File: config.mk
export PLATFORM = sky130hd
export DESIGN_NAME = control_fsm
export DESIGN_NICKNAME = d
export VERILOG_FILES = /design/src/rtl/control_fsm_pkg.sv /design/src/rtl/control_fsm_alu_decoder.sv /design/src/rtl/control_fsm.sv
export SDC_FILE = /design/constraint.sdc
export NUM_CORES = 1
export LEC_CHECK = 0
export ABC_AREA = 1
export CAP_MARGIN = 10
export CORE_MARGIN = 1.5
export CORE_UTILIZATION = 39
export CTS_CLUSTER_SIZE = 10
export DETAILED_ROUTE_END_ITERATION = 10
export PLACE_DENSITY_LB_ADDON = 0.3
export SYNTH_ARGS = -nofsm -noshare
export SYNTH_HDL_FRONTEND = slang
export SYNTH_HIERARCHICAL = 1
export SYNTH_SLANG_ARGS = --single-unit
File: constraint.sdc
create_clock -name clk -period 1.65 [get_ports clk]
set_input_delay 0.4125 -clock clk [delete_from_list [all_inputs] [get_ports clk]]
set_output_delay 0.4125 -clock clk [all_outputs]
set_load 0.05 [all_outputs]
File: src/rtl/control_fsm_pkg.sv
// control_fsm_pkg: shared encodings for the multicycle RISC-V controller.
// Revision 1.0
`default_nettype none

package control_fsm_pkg;

   typedef enum logic [3:0] {
      ST_FETCH    = 4'd0,
      ST_DECODE   = 4'd1,
      ST_MEMADR   = 4'd2,
      ST_MEMREAD  = 4'd3,
      ST_MEMWB    = 4'd4,
      ST_MEMWRITE = 4'd5,
      ST_EXECR    = 4'd6,
      ST_EXECI    = 4'd7,
      ST_ALUWB    = 4'd8,
      ST_BRANCH   = 4'd9,
      ST_JAL      = 4'd10,
      ST_HALT     = 4'd11
   } state_t;

   localparam logic [6:0] C_OP_LOAD   = 7'b0000011;
   localparam logic [6:0] C_OP_STORE  = 7'b0100011;
   localparam logic [6:0] C_OP_RTYPE  = 7'b0110011;
   localparam logic [6:0] C_OP_ITYPE  = 7'b0010011;
   localparam logic [6:0] C_OP_BRANCH = 7'b1100011;
   localparam logic [6:0] C_OP_JAL    = 7'b1101111;

   localparam logic [2:0] C_ALU_ADD = 3'b000;
   localparam logic [2:0] C_ALU_SUB = 3'b001;
   localparam logic [2:0] C_ALU_AND = 3'b010;
   localparam logic [2:0] C_ALU_OR  = 3'b011;
   localparam logic [2:0] C_ALU_SLT = 3'b101;

   localparam logic [1:0] C_SRCA_PC    = 2'b00;
   localparam logic [1:0] C_SRCA_OLDPC = 2'b01;
   localparam logic [1:0] C_SRCA_RS1   = 2'b10;

   localparam logic [1:0] C_SRCB_RS2  = 2'b00;
   localparam logic [1:0] C_SRCB_IMM  = 2'b01;
   localparam logic [1:0] C_SRCB_FOUR = 2'b10;

   localparam logic [1:0] C_RES_ALUOUT    = 2'b00;
   localparam logic [1:0] C_RES_MEMDATA   = 2'b01;
   localparam logic [1:0] C_RES_ALURESULT = 2'b10;

   localparam logic [1:0] C_IMM_I = 2'b00;
   localparam logic [1:0] C_IMM_S = 2'b01;
   localparam logic [1:0] C_IMM_B = 2'b10;
   localparam logic [1:0] C_IMM_J = 2'b11;

   function automatic logic [1:0] imm_sel(input logic [6:0] op);
      case (op)
         C_OP_STORE:  imm_sel = C_IMM_S;
         C_OP_BRANCH: imm_sel = C_IMM_B;
         C_OP_JAL:    imm_sel = C_IMM_J;
         default:     imm_sel = C_IMM_I;
      endcase
   endfunction

endpackage

`default_nettype wire

File: src/rtl/control_fsm_alu_decoder.sv
// alu_decoder: funct3/funct7 to ALUControl mapping and branch-taken evaluation.
// Revision 1.0
`default_nettype none

module alu_decoder
   import control_fsm_pkg::*;
(
   input  logic       op5_i,
   input  logic [2:0] funct3_i,
   input  logic       funct7b5_i,
   input  logic       z_i,
   input  logic       n_i,
   input  logic       v_i,
   input  logic       c_i,
   output logic [2:0] alu_control_o,
   output logic       taken_o
);

   always_comb begin
      alu_control_o = C_ALU_ADD;
      case (funct3_i)
         // funct7b5 only selects sub for register-register ops; addi keeps add
         3'b000:  alu_control_o = (op5_i & funct7b5_i) ? C_ALU_SUB : C_ALU_ADD;
         3'b010:  alu_control_o = C_ALU_SLT;
         3'b110:  alu_control_o = C_ALU_OR;
         3'b111:  alu_control_o = C_ALU_AND;
         default: alu_control_o = C_ALU_ADD;
      endcase
   end

   always_comb begin
      taken_o = 1'b0;
      case (funct3_i)
         3'b000:  taken_o = z_i;
         3'b001:  taken_o = ~z_i;
         3'b100:  taken_o = n_i ^ v_i;
         3'b101:  taken_o = ~(n_i ^ v_i);
         3'b110:  taken_o = ~c_i;
         3'b111:  taken_o = c_i;
         default: taken_o = 1'b0;
      endcase
   end

endmodule

`default_nettype wire

File: src/rtl/control_fsm.sv
// control_fsm: multicycle RISC-V controller (fetch/decode/execute state machine).
// Revision 1.0
`default_nettype none

module control_fsm
   import control_fsm_pkg::*;
(
   input  logic       clk,
   input  logic       rst_n,
   input  logic [6:0] op,
   input  logic [2:0] funct3,
   input  logic       funct7b5,
   input  logic       Z,
   input  logic       N,
   input  logic       V,
   input  logic       C,
   input  logic       mem_ready,
   output logic       PCWrite,
   output logic       IRWrite,
   output logic       MemWrite,
   output logic       RegWrite,
   output logic       AdrSrc,
   output logic [1:0] ALUSrcA,
   output logic [1:0] ALUSrcB,
   output logic [1:0] ResultSrc,
   output logic [2:0] ALUControl,
   output logic [1:0] ImmSrc,
   output logic       illegal
);

   state_t     state_q, state_d;
   logic       illegal_q, illegal_d;
   logic [2:0] w_func_alu;
   logic       w_taken;

   alu_decoder u_alu_decoder (
      .op5_i         (op[5]),
      .funct3_i      (funct3),
      .funct7b5_i    (funct7b5),
      .z_i           (Z),
      .n_i           (N),
      .v_i           (V),
      .c_i           (C),
      .alu_control_o (w_func_alu),
      .taken_o       (w_taken)
   );

   always_ff @(posedge clk) begin
      if (!rst_n) begin
         state_q   <= ST_FETCH;
         illegal_q <= 1'b0;
      end else begin
         state_q   <= state_d;
         illegal_q <= illegal_d;
      end
   end

   always_comb begin
      state_d    = state_q;
      illegal_d  = illegal_q;
      PCWrite    = 1'b0;
      IRWrite    = 1'b0;
      MemWrite   = 1'b0;
      RegWrite   = 1'b0;
      AdrSrc     = 1'b0;
      ALUSrcA    = C_SRCA_PC;
      ALUSrcB    = C_SRCB_RS2;
      ResultSrc  = C_RES_ALUOUT;
      ALUControl = C_ALU_ADD;
      ImmSrc     = imm_sel(op);
      illegal    = illegal_q;

      case (state_q)
         ST_FETCH: begin
            ALUSrcB   = C_SRCB_FOUR;
            ResultSrc = C_RES_ALURESULT;
            PCWrite   = mem_ready;
            IRWrite   = mem_ready;
            if (mem_ready) state_d = ST_DECODE;
         end
         ST_DECODE: begin
            // speculative branch/jump target computed from OldPC + imm
            ALUSrcA = C_SRCA_OLDPC;
            ALUSrcB = C_SRCB_IMM;
            case (op)
               C_OP_LOAD, C_OP_STORE: state_d = ST_MEMADR;
               C_OP_RTYPE:            state_d = ST_EXECR;
               C_OP_ITYPE:            state_d = ST_EXECI;
               C_OP_BRANCH:           state_d = ST_BRANCH;
               C_OP_JAL:              state_d = ST_JAL;
               default: begin
                  state_d   = ST_HALT;
                  illegal_d = 1'b1;
               end
            endcase
         end
         ST_MEMADR: begin
            ALUSrcA = C_SRCA_RS1;
            ALUSrcB = C_SRCB_IMM;
            state_d = op[5] ? ST_MEMWRITE : ST_MEMREAD;
         end
         ST_MEMREAD: begin
            AdrSrc = 1'b1;
            if (mem_ready) state_d = ST_MEMWB;
         end
         ST_MEMWB: begin
            ResultSrc = C_RES_MEMDATA;
            RegWrite  = 1'b1;
            state_d   = ST_FETCH;
         end
         ST_MEMWRITE: begin
            AdrSrc   = 1'b1;
            MemWrite = 1'b1;
            if (mem_ready) state_d = ST_FETCH;
         end
         ST_EXECR: begin
            ALUSrcA    = C_SRCA_RS1;
            ALUSrcB    = C_SRCB_RS2;
            ALUControl = w_func_alu;
            state_d    = ST_ALUWB;
         end
         ST_EXECI: begin
            ALUSrcA    = C_SRCA_RS1;
            ALUSrcB    = C_SRCB_IMM;
            ALUControl = w_func_alu;
            state_d    = ST_ALUWB;
         end
         ST_ALUWB: begin
            RegWrite = 1'b1;
            state_d  = ST_FETCH;
         end
         ST_BRANCH: begin
            ALUSrcA    = C_SRCA_RS1;
            ALUSrcB    = C_SRCB_RS2;
            ALUControl = C_ALU_SUB;
            PCWrite    = w_taken;
            state_d    = ST_FETCH;
         end
         ST_JAL: begin
            ALUSrcA = C_SRCA_OLDPC;
            ALUSrcB = C_SRCB_FOUR;
            PCWrite = 1'b1;
            state_d = ST_ALUWB;
         end
         ST_HALT: begin
            illegal_d = 1'b1;
         end
         default: begin
            state_d = ST_HALT;
         end
      endcase
   end

endmodule

`default_nettype wire

==> impl_metrics.toml, run 1 <==
[status]
lastStage = "5_1_grt"
status = "stopped before the end"
error = "[ERROR DPL-0038] Utilization greater than 100%, impossible to legalize"

[synthesis]
syn-num-nets = 160
syn_inst = 142
synth_cell_type_count = 19
yosysTopAreaCell = "nand2_1"
syn_area_per_cell_sq_um = 4.86
netlist_area_sq_um = 691
ys_top_cells_by_area = "nand2_1 27%, inv_1 17%, dfxtp_1 14%"
ys_seq_elements = 5
yosys_warnings = 6
yosysTopAreaCellShare = 0.272
synth_seq_area_share = 0.145

[floorplan]
die_h_um = 45.1
die_x_um = 45.1
io_pins = 35
core.rowCount = 15
initial_utilization = 0.409

[clocking]
cts_max_path_buffers = 2
htree_num_levels = 1
cts_sinks = 5
numCtsBuffers = 3
root_buffer = "clkbuf_4"
cts_hold_buf = 0

[sta]
worst-ep-kind = "output port"
worstEndpointGrtRepair = "PCWrite"

[global_routing]
grt_max_degree = 8

[placement]
placed_area_sq_um = 1400
portBuffers = 34
dp_hpwl_um = 2040
globalplace.congestion = 0.814
-- per-stage QoR --
step           hold WS (ns)  std cells   util  setup TNS [ns]  setup WS, ns
3_5_place_dp          0.575        209  0.828           -2.44        -0.451
2_1_floorplan         0.526        142      -          -0.259        -0.125
4_1_cts               0.581        224  0.958          -0.759        -0.142
3_3_place_gp          0.572        209  0.828           -2.02        -0.379
-- cells in the mapped netlist --
cell	number
nand2_1	50
inv_1	32
nor2_1	21
nand3_1	14
a21oi_1	6
dfxtp_1	5
o21ai_0	2
a41oi_1	1
inv_2	1
nand2_2	1
nand3_2	1
nand3b_1	1
nand4_1	1
nand4_2	1
nor2_2	1
nor2_4	1
nor3_1	1
o211ai_1	1
o32ai_1	1
-- cell families after synthesis --
group / share of synthesized area
flops: 0.145
compound gates: 0.0942
simple gates: 0.582
buf+inv: 0.179
-- repair_timing --
item,in CTS
pin swaps,17
gates resized for setup,80
hold endpoints to repair,0
buffers inserted,11
setup endpoints to repair,14
==> run 2: changes to the inputs <==
--- a/config.mk
+++ b/config.mk
@@ -7,11 +7,10 @@
 export LEC_CHECK = 0
 export ABC_AREA = 1
 export CAP_MARGIN = 10
-export CORE_MARGIN = 1.5
-export CORE_UTILIZATION = 39
-export CTS_CLUSTER_SIZE = 10
+export CORE_AREA = 2 2 63 65
 export DETAILED_ROUTE_END_ITERATION = 10
-export PLACE_DENSITY_LB_ADDON = 0.3
+export DIE_AREA = 0 0 65 67
+export PLACE_DENSITY_LB_ADDON = 0.15
 export SYNTH_ARGS = -nofsm -noshare
 export SYNTH_HDL_FRONTEND = slang
 export SYNTH_HIERARCHICAL = 1
==> impl_metrics.toml, run 2 <==
[finish]
mostFrequentLayoutCell = "nand2_1"
area_growth_syn_to_layout_pct = 158
largest_reg_flops = 4
layout_common_cells = "38 x nand2_1, 25 x buf_4, 19 x inv_1, 16 x buf_12, 13 x nor2_4"
regMostFlops = "state_q"
nNetsFinal = 231
regArea_sq_um = 115
nFillCells = 370
layout-drive-gt1-share = 0.566
multi_input_area_sq_um = 714
fin_util = 0.494
antenna_cells = 0

[worst_setup_path]
critPathKind = "reg2out"
path_cells = "nor2_4, nand2_2, nor2_4, inv_2, o211ai_1, clkbuf_16"
crit_top_cell = "nor2_4"
crit_buf_inv = 2
worstPathRequired_ns = 1.24
worstSetupStartpointType = "register"
critPathArrivalTime_ns = 1.32
path_max_fanout = 3
crit_family = "flip-flops"
endpoint_kind = "primary output"
critical-path-max-stage-delay_ns = 0.35
cp_slowest_cell = "dfxtp_4"

[clocking]
root_buffer = "clkbuf_8"
clk_latency_ns = 0.22
cts_sinks = 5
cts_max_path_buffers = 2
numCtsBuffers = 3
cts_hold_buf = 0
htree_num_levels = 1
path_clk_slew_ns = 0.03
cts_tree = "yes"

[sta]
worst_pin_slew_ns = 0.263
finalHoldViolCount = 0
setup_violations = 4
relSlewSlack = 0.824
rsz0062_at_grt = "yes"
period_needed_ns = 1.73
finalClockSkew_ns = 0.00120
max_freq_ghz = 0.578
layout_setup_ws_ns = -0.0813
drv_slew = 0
finalCritPeriodShare = 1.05

[power_and_ir_drop]
irDropWorstVdd_mv = 0.868
p_per_area_nw_per_um2 = 2030
swShare = 0.494
leakage_nw = 0.896
p_seq_frac = 0.087
power_frac_comb = 0.850
power.switching_mw = 1.78
total_power_mw = 3.61
clockPowerShare = 0.063
internal-power_mw = 1.83

[synthesis]
yosysTopAreaCell = "nand2_1"
synth-edff-count = 0
syn-num-nets = 160
netlist_area_sq_um = 691
yosysTopAreaCellShare = 0.272
syn_area_per_cell_sq_um = 4.86
ys_top_cells_by_area = "nand2_1 27%, inv_1 17%, dfxtp_1 14%"
yosys_warnings = 6
yosysMostFrequentCell = "nand2_1"
syn_inst = 142
synth_cell_type_count = 19
ys_seq_elements = 5
async_flop_share = 0
synth_seq_area_share = 0.145
synth_top_flop_cell = "dfxtp_1"
synth_common_cells = "50 x nand2_1, 32 x inv_1, 21 x nor2_1, 14 x nand3_1, 6 x a21oi_1"

[run]
max_cap_violations = 0

[placement]
dp_hpwl_um = 2010
portBuffers = 34
globalplace.congestion = 0.781
dp_slack_ns = -0.444

[drt]
drc = 0
routedWlPerCell_um = 10.4
routed-via-count = 1087
via_per_inst = 4.18
finalWirelength_um = 2690
detail-route-antenna-nets = 0
drt_pass1_iterations = 4
drt_iter0_drc = 18

[floorplan]
die_x_um = 65
coreArea_sq_um = 3610
io_pins = 35
dieArea_sq_um = 4360
initial_utilization = 0.192
die_h_um = 67
core.rowCount = 22

[global_routing]
grtUsageTotal = 0.127
overflow = 0
grt_pass1_vias = 1035
grt_first_pass_wirelength_um = 4310
grt_max_degree = 8
antenna_found_initial = 0

[status]
status = "finished, violations left"
violations = "setup timing"

[min_path]
hold_class = "reg2reg"
run 2: cell counts after synthesis:
No cell type changed its count.
run 2: worst paths after layout:
| check | start | end | slack, ns | cells past startpoint |
|---|---|---|---|---|
| max | state_q[3] | ALUSrcB[0] | -0.08 | 6 |
| min | illegal | illegal | 0.58 | 2 |
| min reg2reg | illegal | illegal | 0.58 | 2 |
| max reg2reg | state_q[0] | state_q[2] | 0.25 | 10 |
run 2: layer usage:
layer,vias to the layer above,track usage,part of all wire
met5,-,0,0
met4,0,0.0479,0.017
met3,4,0.0169,0.049
met2,32,0.238,0.53
met1,474,0.144,0.40
li1,577,-,-
run 2: power groups by stage:
stage	registers (mW)	logic [mW]	clock network (mW)
2_1_floorplan	0.285	1.25	0
3_3_place_gp	0.272	2.43	0
3_5_place_dp	0.273	2.44	0
4_1_cts	0.276	2.78	0.231
5_1_grt	0.323	3.26	0.236
6_report	0.314	3.07	0.227
run 2: final cells by class:
cell class	count	share of cell area
Timing Repair Buffer	66	0.403
Tap cell	48	0.0337
Sequential cell	5	0.0647
Clock buffer	4	0.0253
Multi-Input combinational cell	104	0.401
Inverter	33	0.0724
run 2: timing repair:
action / CTS / global route
pin swaps: 15 / 14
setup endpoints to repair: 13 / 15
buffers inserted: 6 / 7
resized for setup: 77 / 44
gates cloned: 0 / 0
run 2: tightest hold or removal path, stage by stage (launching register included):
cell	delay, ns
dfxtp_1	0.32
a21oi_1	0.13
a21oi_1	0.07
run 2: cells by family (layout without fill, tap and decap cells):
group,count (synthesis),in the layout,synth area share
compound gates,11,11,0.0942
buf+inv,33,103,0.179
simple gates,93,93,0.582
flops,5,5,0.145
run 2: metrics by stage:
step           instance area, sq um  std cells  hold slack [ns]  setup TNS [ns]
3_3_place_gp                   1460        243            0.586           -2.31
5_1_grt                        1780        260            0.611          -0.598
6_report                       1780        260            0.579          -0.231
2_1_floorplan                   747        142            0.526          -0.259
4_1_cts                        1650        253            0.578          -0.392
3_5_place_dp                   1460        243            0.574           -2.45
Power figures use the tool's default switching activity.
